--- src/rtl/alu_div_pkg.sv ---
// Shared definitions for the execute-stage multiply/divide units:
// funct codes, divider FSM encodings and the datapath width.
package alu_div_pkg;

  localparam int XLEN = 32;
  localparam int CNT_W = 5;

  // MUL group
  localparam logic [4:0] FUNCT_MUL    = 5'b01110;
  localparam logic [4:0] FUNCT_MULH   = 5'b01111;
  localparam logic [4:0] FUNCT_MULHSU = 5'b10000;
  localparam logic [4:0] FUNCT_MULHU  = 5'b10001;

  // DIV group
  localparam logic [4:0] FUNCT_DIV  = 5'b10010;
  localparam logic [4:0] FUNCT_DIVU = 5'b10011;
  localparam logic [4:0] FUNCT_REM  = 5'b10100;
  localparam logic [4:0] FUNCT_REMU = 5'b10101;

  typedef enum logic [3:0] {
    S_IDLE = 4'b0001,
    S_INI  = 4'b0010,
    S_RUN  = 4'b0100,
    S_DONE = 4'b1000
  } div_state_e;

endpackage

--- src/rtl/alu_div_step.sv ---
// One restoring division step: shift in the next dividend bit, trial-subtract
// the divisor, keep the difference when it did not go negative.
module alu_div_step
  import alu_div_pkg::*;
(
  input  logic [XLEN-1:0] rem_i,
  input  logic            dvd_msb_i,
  input  logic [XLEN-1:0] dvs_i,
  output logic [XLEN-1:0] rem_o,
  output logic            q_bit_o
);

  logic [XLEN:0] shifted;
  logic [XLEN:0] trial;

  // rem < dvs always holds, so the 33-bit difference never wraps and its
  // MSB is a valid sign bit.
  always_comb begin
    shifted = {rem_i, dvd_msb_i};
    trial   = shifted - {1'b0, dvs_i};
    q_bit_o = ~trial[XLEN];
    rem_o   = q_bit_o ? trial[XLEN-1:0] : shifted[XLEN-1:0];
  end

endmodule

--- src/rtl/alu_div.sv ---
// Iterative radix-2 restoring divider for DIV/DIVU/REM/REMU with the same
// strobe/done handshake as the multiplier.
module alu_div
  import alu_div_pkg::*;
(
  input  logic            clk,
  input  logic            reset,
  input  logic            alu_div_stb_i,
  input  logic [4:0]      alu_div_funct_i,
  input  logic [XLEN-1:0] alu_div_op1_i,
  input  logic [XLEN-1:0] alu_div_op2_i,
  output logic            alu_div_done_o,
  output logic [XLEN-1:0] alu_div_res_o
);

  div_state_e state_q, state_d;
  logic [4:0]      funct_q, funct_d;
  logic [XLEN-1:0] dvd_q, dvd_d;
  logic [XLEN-1:0] dvs_q, dvs_d;
  logic [XLEN-1:0] rem_q, rem_d;
  logic [XLEN-1:0] quo_q, quo_d;
  logic [CNT_W-1:0] cnt_q, cnt_d;
  logic q_neg_q, q_neg_d;
  logic r_neg_q, r_neg_d;
  logic special_q, special_d;
  logic fix_q, fix_d;
  logic done_q, done_d;
  logic [XLEN-1:0] res_q, res_d;

  logic            is_signed;
  logic            is_rem;
  logic [XLEN-1:0] step_rem;
  logic            step_q_bit;

  localparam logic [XLEN-1:0] INT_MIN = {1'b1, {(XLEN-1){1'b0}}};

  // Unknown funct codes fall through as DIVU: unsigned, quotient result.
  assign is_signed = (funct_q == FUNCT_DIV) || (funct_q == FUNCT_REM);
  assign is_rem    = (funct_q == FUNCT_REM) || (funct_q == FUNCT_REMU);

  alu_div_step u_step (
    .rem_i     (rem_q),
    .dvd_msb_i (dvd_q[XLEN-1]),
    .dvs_i     (dvs_q),
    .rem_o     (step_rem),
    .q_bit_o   (step_q_bit)
  );

  // NOTE: every _d gets a default at the top so no path leaves it unassigned,
  // which would otherwise infer a latch.
  always_comb begin
    state_d   = state_q;
    funct_d   = funct_q;
    dvd_d     = dvd_q;
    dvs_d     = dvs_q;
    rem_d     = rem_q;
    quo_d     = quo_q;
    cnt_d     = cnt_q;
    q_neg_d   = q_neg_q;
    r_neg_d   = r_neg_q;
    special_d = special_q;
    fix_d     = fix_q;
    done_d    = done_q;
    res_d     = res_q;

    unique case (state_q)
      S_IDLE: begin
        done_d = 1'b0;
        if (alu_div_stb_i) begin
          funct_d = alu_div_funct_i;
          dvd_d   = alu_div_op1_i;
          dvs_d   = alu_div_op2_i;
          state_d = S_INI;
        end
      end

      S_INI: begin
        fix_d     = 1'b0;
        special_d = 1'b0;
        q_neg_d   = 1'b0;
        r_neg_d   = 1'b0;
        if (dvs_q == '0) begin
          quo_d     = '1;
          rem_d     = dvd_q;
          special_d = 1'b1;
          state_d   = S_DONE;
        end else if (is_signed && dvd_q == INT_MIN && dvs_q == '1) begin
          quo_d     = INT_MIN;
          rem_d     = '0;
          special_d = 1'b1;
          state_d   = S_DONE;
        end else begin
          dvd_d   = (is_signed && dvd_q[XLEN-1]) ? -dvd_q : dvd_q;
          dvs_d   = (is_signed && dvs_q[XLEN-1]) ? -dvs_q : dvs_q;
          q_neg_d = is_signed && (dvd_q[XLEN-1] ^ dvs_q[XLEN-1]);
          r_neg_d = is_signed && dvd_q[XLEN-1];
          rem_d   = '0;
          quo_d   = '0;
          cnt_d   = CNT_W'(XLEN - 1);
          state_d = S_RUN;
        end
      end

      S_RUN: begin
        rem_d = step_rem;
        quo_d = {quo_q[XLEN-2:0], step_q_bit};
        dvd_d = {dvd_q[XLEN-2:0], 1'b0};
        if (cnt_q == '0) begin
          state_d = S_DONE;
        end else begin
          cnt_d = cnt_q - 1'b1;
        end
      end

      S_DONE: begin
        // First DONE cycle applies the sign fix-up, second publishes the result.
        if (!fix_q) begin
          fix_d = 1'b1;
          if (!special_q) begin
            quo_d = q_neg_q ? -quo_q : quo_q;
            rem_d = r_neg_q ? -rem_q : rem_q;
          end
        end else begin
          fix_d   = 1'b0;
          res_d   = is_rem ? rem_q : quo_q;
          done_d  = 1'b1;
          state_d = S_IDLE;
        end
      end

      default: state_d = S_IDLE;
    endcase
  end

  // NOTE: sequential state uses non-blocking assignments only, so every flop
  // samples the pre-edge value of every other flop.
  always_ff @(posedge clk) begin
    if (reset) begin
      state_q   <= S_IDLE;
      funct_q   <= '0;
      dvd_q     <= '0;
      dvs_q     <= '0;
      rem_q     <= '0;
      quo_q     <= '0;
      cnt_q     <= '0;
      q_neg_q   <= 1'b0;
      r_neg_q   <= 1'b0;
      special_q <= 1'b0;
      fix_q     <= 1'b0;
      done_q    <= 1'b0;
      res_q     <= '0;
    end else begin
      state_q   <= state_d;
      funct_q   <= funct_d;
      dvd_q     <= dvd_d;
      dvs_q     <= dvs_d;
      rem_q     <= rem_d;
      quo_q     <= quo_d;
      cnt_q     <= cnt_d;
      q_neg_q   <= q_neg_d;
      r_neg_q   <= r_neg_d;
      special_q <= special_d;
      fix_q     <= fix_d;
      done_q    <= done_d;
      res_q     <= res_d;
    end
  end

  assign alu_div_done_o = done_q;
  assign alu_div_res_o  = res_q;

endmodule

--- config.mk ---
export PLATFORM = sky130hd
export DESIGN_NAME = alu_div
export DESIGN_NICKNAME = d
export VERILOG_FILES = /design/src/rtl/alu_div_pkg.sv /design/src/rtl/alu_div_step.sv /design/src/rtl/alu_div.sv
export SDC_FILE = /design/constraint.sdc
export NUM_CORES = 1
export LEC_CHECK = 0
export ABC_AREA = 1
export CORE_UTILIZATION = 40
export DETAILED_ROUTE_END_ITERATION = 8
export GPL_TIMING_DRIVEN = 1
export PLACE_DENSITY = 0.6
export RECOVER_POWER = 25
export SLEW_MARGIN = 20
export SYNTH_ARGS = -nofsm -noshare
export SYNTH_HDL_FRONTEND = slang
export SYNTH_SLANG_ARGS = --single-unit
--- constraint.sdc ---
create_clock -name clk -period 2.59 [get_ports clk]
set_clock_uncertainty 0.1 [all_clocks]
set_input_delay 0.518 -clock clk [delete_from_list [all_inputs] [get_ports clk]]
set_output_delay 0.518 -clock clk [all_outputs]
set_load 0.02 [all_outputs]
==> metrics.md, run 1 <==
| Metric | Value |
|---|---|
| Total Routing Usage GR | 0.2988 |
| Placed cells | approximately 3400 |
| CTS Buf Count | 17 |
| Detailed Routing Iterations Pass 1 | 6 |
| Clock sink total | 179 |
| Setup Viol. Count Final | 0 |
| I/O pin count | approximately 110 |
| Final period utilization | 0.9411 |
| Post-DRT Antenna Nets | 0 |
| Synth Instances | 2737 |
| Max Buffers Root-to-Sink | 2 |
| Synth area leader | dfxtp_1 |
| Layout Cells excl Fill | 3391 |
| Syn nets | 2849 |
| WHS Path Cells | 2 |
| CP Capture Type | register |
| Top delay family on crit path | simple AND/OR/NAND/NOR gates |
| Register bit count reported by yosys | ~180 |
| Most frequent cells after synthesis | nand2_1 (781), inv_1 (417), nor2_1 (382) |
| WP buf/inv | 4 |
| Critical path class | reg -> reg |
| Async set or reset register ratio after synthesis | 0 |
| N_diodes | 0 |
| DP HPWL | 46030 um |
| Leakage Power | 0.008920 uW |
| Slew Limit Fails | 0 |
| Int Power | 7460 uW |
| Clock power frac | 0.172 |
| MaxCap Viol Count | 0 |
| Combinational Power Share | 0.588 |
| Top-area cell type share of the netlist area | 0.2328 |
| First-pass GRT wire length | around 90000 um |
| Sw frac | 0.5078 |
| Cell area after synthesis | about 0.015 mm2 |
| Worst vdd ir | around 0.43 mV |
| Least-Margin Pin Slew | about 0.66 ns |
| Worst hold-check path type | reg -> reg |
| Ys Warns | 0 |
| Fmax achieved | just over 400 MHz |
| Syn avg cell area | roughly 5.6 um2 |
| GPL Wtd Cong | around 0.98 |
| I/O Buffers | between 100 and 150 |
| Initial detailed-routing violation count | approximately 1700 |
| CTS tree | built |
| Core Box Area | approximately 0.038 mm2 |
| Final min period | ~2.4 ns |
| Vias in the first global route | between 15000 and 20000 |
| CTS clk-pin slew, worst paths | ~0.070 ns |
| Nets | about 3000 |
| Most frequent cell after synthesis | nand2_1 |
| Post-synth top flop | dfxtp_1 |
| Root Driver | clkbuf_16 |
| GRT overflow | 0 |
| Reg-to-Reg End | rem_q[2] |
| Layout cells sized above 1 | 0.08368 |
| WP data arrival | between 2 and 3 ns |
| Worst Setup SP | dvs_q[25] |
| Critical path depth | 13 |
| Wire length per cell | about 17 um |
| Pwr Density | about 830 mW/mm2 |
| Area delta synth->final | 18.89% |
| Hold Vio Cnt, Final | 0 |
| Slew margin rel. | 0.5632 |
| Initial antenna violation count | 1 |
| Die width | roughly 200 um |
| Die area | slightly below 0.04 mm2 |
| Worst Setup EP | rem_q[2] |
| Post-route core utilization | 0.4846 |
| Die span in y | just under 200 um |
| Run status | finished clean |
| Reg2Reg Depth | 13 |
| Hold path start | funct_q[0] |
| Seq/Total Area, Yosys | 0.2328 |
| Initial Utilization | 0.4076 |
| Setup slack, reg-to-reg | between 0.15 and 0.2 ns |
| Critical-path cell list | inv_1 > ha_2 > nand2_1 > nor2_1 > nand2_1 > inv_1 > a21oi_4 > buf_4 > nand3_1 > buf_6 > nand3_1 > nand3_1 > a21oi_1 |
| RSZ-0062 raised after global routing | yes |
| Largest net degree at the start of global routing | 60 |
| Number of fill cells | 4054 |
| Startpoint Class | register |
| Via/cell ratio | between 5 and 6 |
| Netlist cell types | 52 |
| Critical Path RT | around 2.8 ns |
| Residual DRC count | 0 |
| Largest cells by area after synthesis | dfxtp_1 (23%), nand2_1 (19%), inv_1 (10%) |
| Worst r2r src | dvs_q[25] |
| Final WL | 58570 um |
| H-tree depth | 4 |
| Seq pwr share | 0.240 |
| Row Count | between 70 and 80 |
| Slowest CP cell | ha_2 |
| Detailed-route via count | approximately 18000 |
| Slowest stage delay, CP | between 0.3 and 0.4 ns |
| Worst-Skew Late Latency | 0.47 ns |
| Peak fanout along the critical path | 10 |
| P_sw | between 7000 and 8000 uW |
| Post-synth EDFFs | 0 |
| Critical Path Most Common Cell | nand3_1 |
final cells by class:
class	count	area, um2	share of cell area
timing repair buffer	208	1948	0.1065
clock buffer	19	442.9	0.02421
inverter	435	1638	0.08951
sequential	179	3591	0.1963
tap	511	639.4	0.03494
multi-input combinational	2029	9938	0.5431
clock inverter	10	100.1	0.005470
logic make-up after synthesis:
logic type	count (synthesis)	share of synthesized area
compound gates	407	0.1456
xor+xnor	35	0.01992
fa+ha+maj	40	0.03301
buf+inv	529	0.1384
flops	179	0.2328
simple gates	1547	0.4302
tightest hold or removal path, stage by stage, from the launching register on:
cell and delay [ns]:
dfxtp_1 0.30, inv_1 0.06, a21oi_1 0.05
state kept, by name, summed over array words and instances (netlist names):
signal / count
alu_div_res_o: 32
dvd_q: 32
dvs_q: 32
quo_q: 32
rem_q: 32
cnt_q: 5
funct_q: 5
state_q: 4
alu_div_done_o: 1
fix_q: 1
q_neg_q: 1
r_neg_q: 1
special_q: 1
stage by stage:
step	hold slack [ns]	worst slack [ns]	area [um2]	power (uW)	setup TNS [ns]
2_1_floorplan	0.3235	0.1349	15390	9509	0
3_3_place_gp	0.3420	0.07328	17510	12110	0
3_5_place_dp	0.3509	0.01590	17510	12170	0
4_1_cts	0.3628	0.03774	18060	14800	0
5_1_grt	0.3729	-0.03585	18300	16360	-0.2454
6_report	0.3563	0.1524	18300	15160	0
placed cells by master, fill, tap and decap left out, types with 31 or more instances in the layout:
cell type and count:
a21oi_1 125, buf_4 87, clkdlybuf4s50_1 71, dfxtp_1 173, dlygate4sd3_1 33, inv_1 410
nand2_1 777, nand3_1 218, nand4_1 68, nor2_1 380, nor3_1 36, o21ai_0 171
o22ai_1 37, xor2_1 31
repair_timing:
item                       in CTS  in global routing
hold buffers                    0                  0
pin swaps                       0                  1
resized for setup               1                 52
buffers inserted                0                  2
setup endpoints to repair       1                 98
layer usage:
layer / track usage / up-vias / wire (um)
li1: - / 8995 / -
met1: 0.4021 / 8161 / 26080
met2: 0.4676 / 695 / 25660
met3: 0.05382 / 100 / 4680
met4: 0.1223 / 2 / 2136
met5: 0 / - / 16
worst min-delay path by stage:
stage                        endpoint  slack, ns
floorplan                  funct_q[0]       0.32
global placement           funct_q[0]       0.34
detailed placement  alu_div_res_o[23]       0.35
CTS                        funct_q[0]       0.36
global route        alu_div_res_o[15]       0.37
finish                     funct_q[0]       0.36
power groups by stage:
stage	Clock [uW]	Combinational [uW]	Sequential (uW)
floorplan	0	6010	3500
global placement	0	8460	3650
detailed placement	0	8510	3660
CTS	2640	8560	3600
global route	2750	9930	3680
finish	2600	8920	3640
Note: power is estimated with default switching activity, not from simulation.
==> run 2, diff against run 1 <==
- TNS_END_PERCENT: default -> 100
==> results of run 2 <==
Final layout, timing and power as in run 1 (identical DEF).
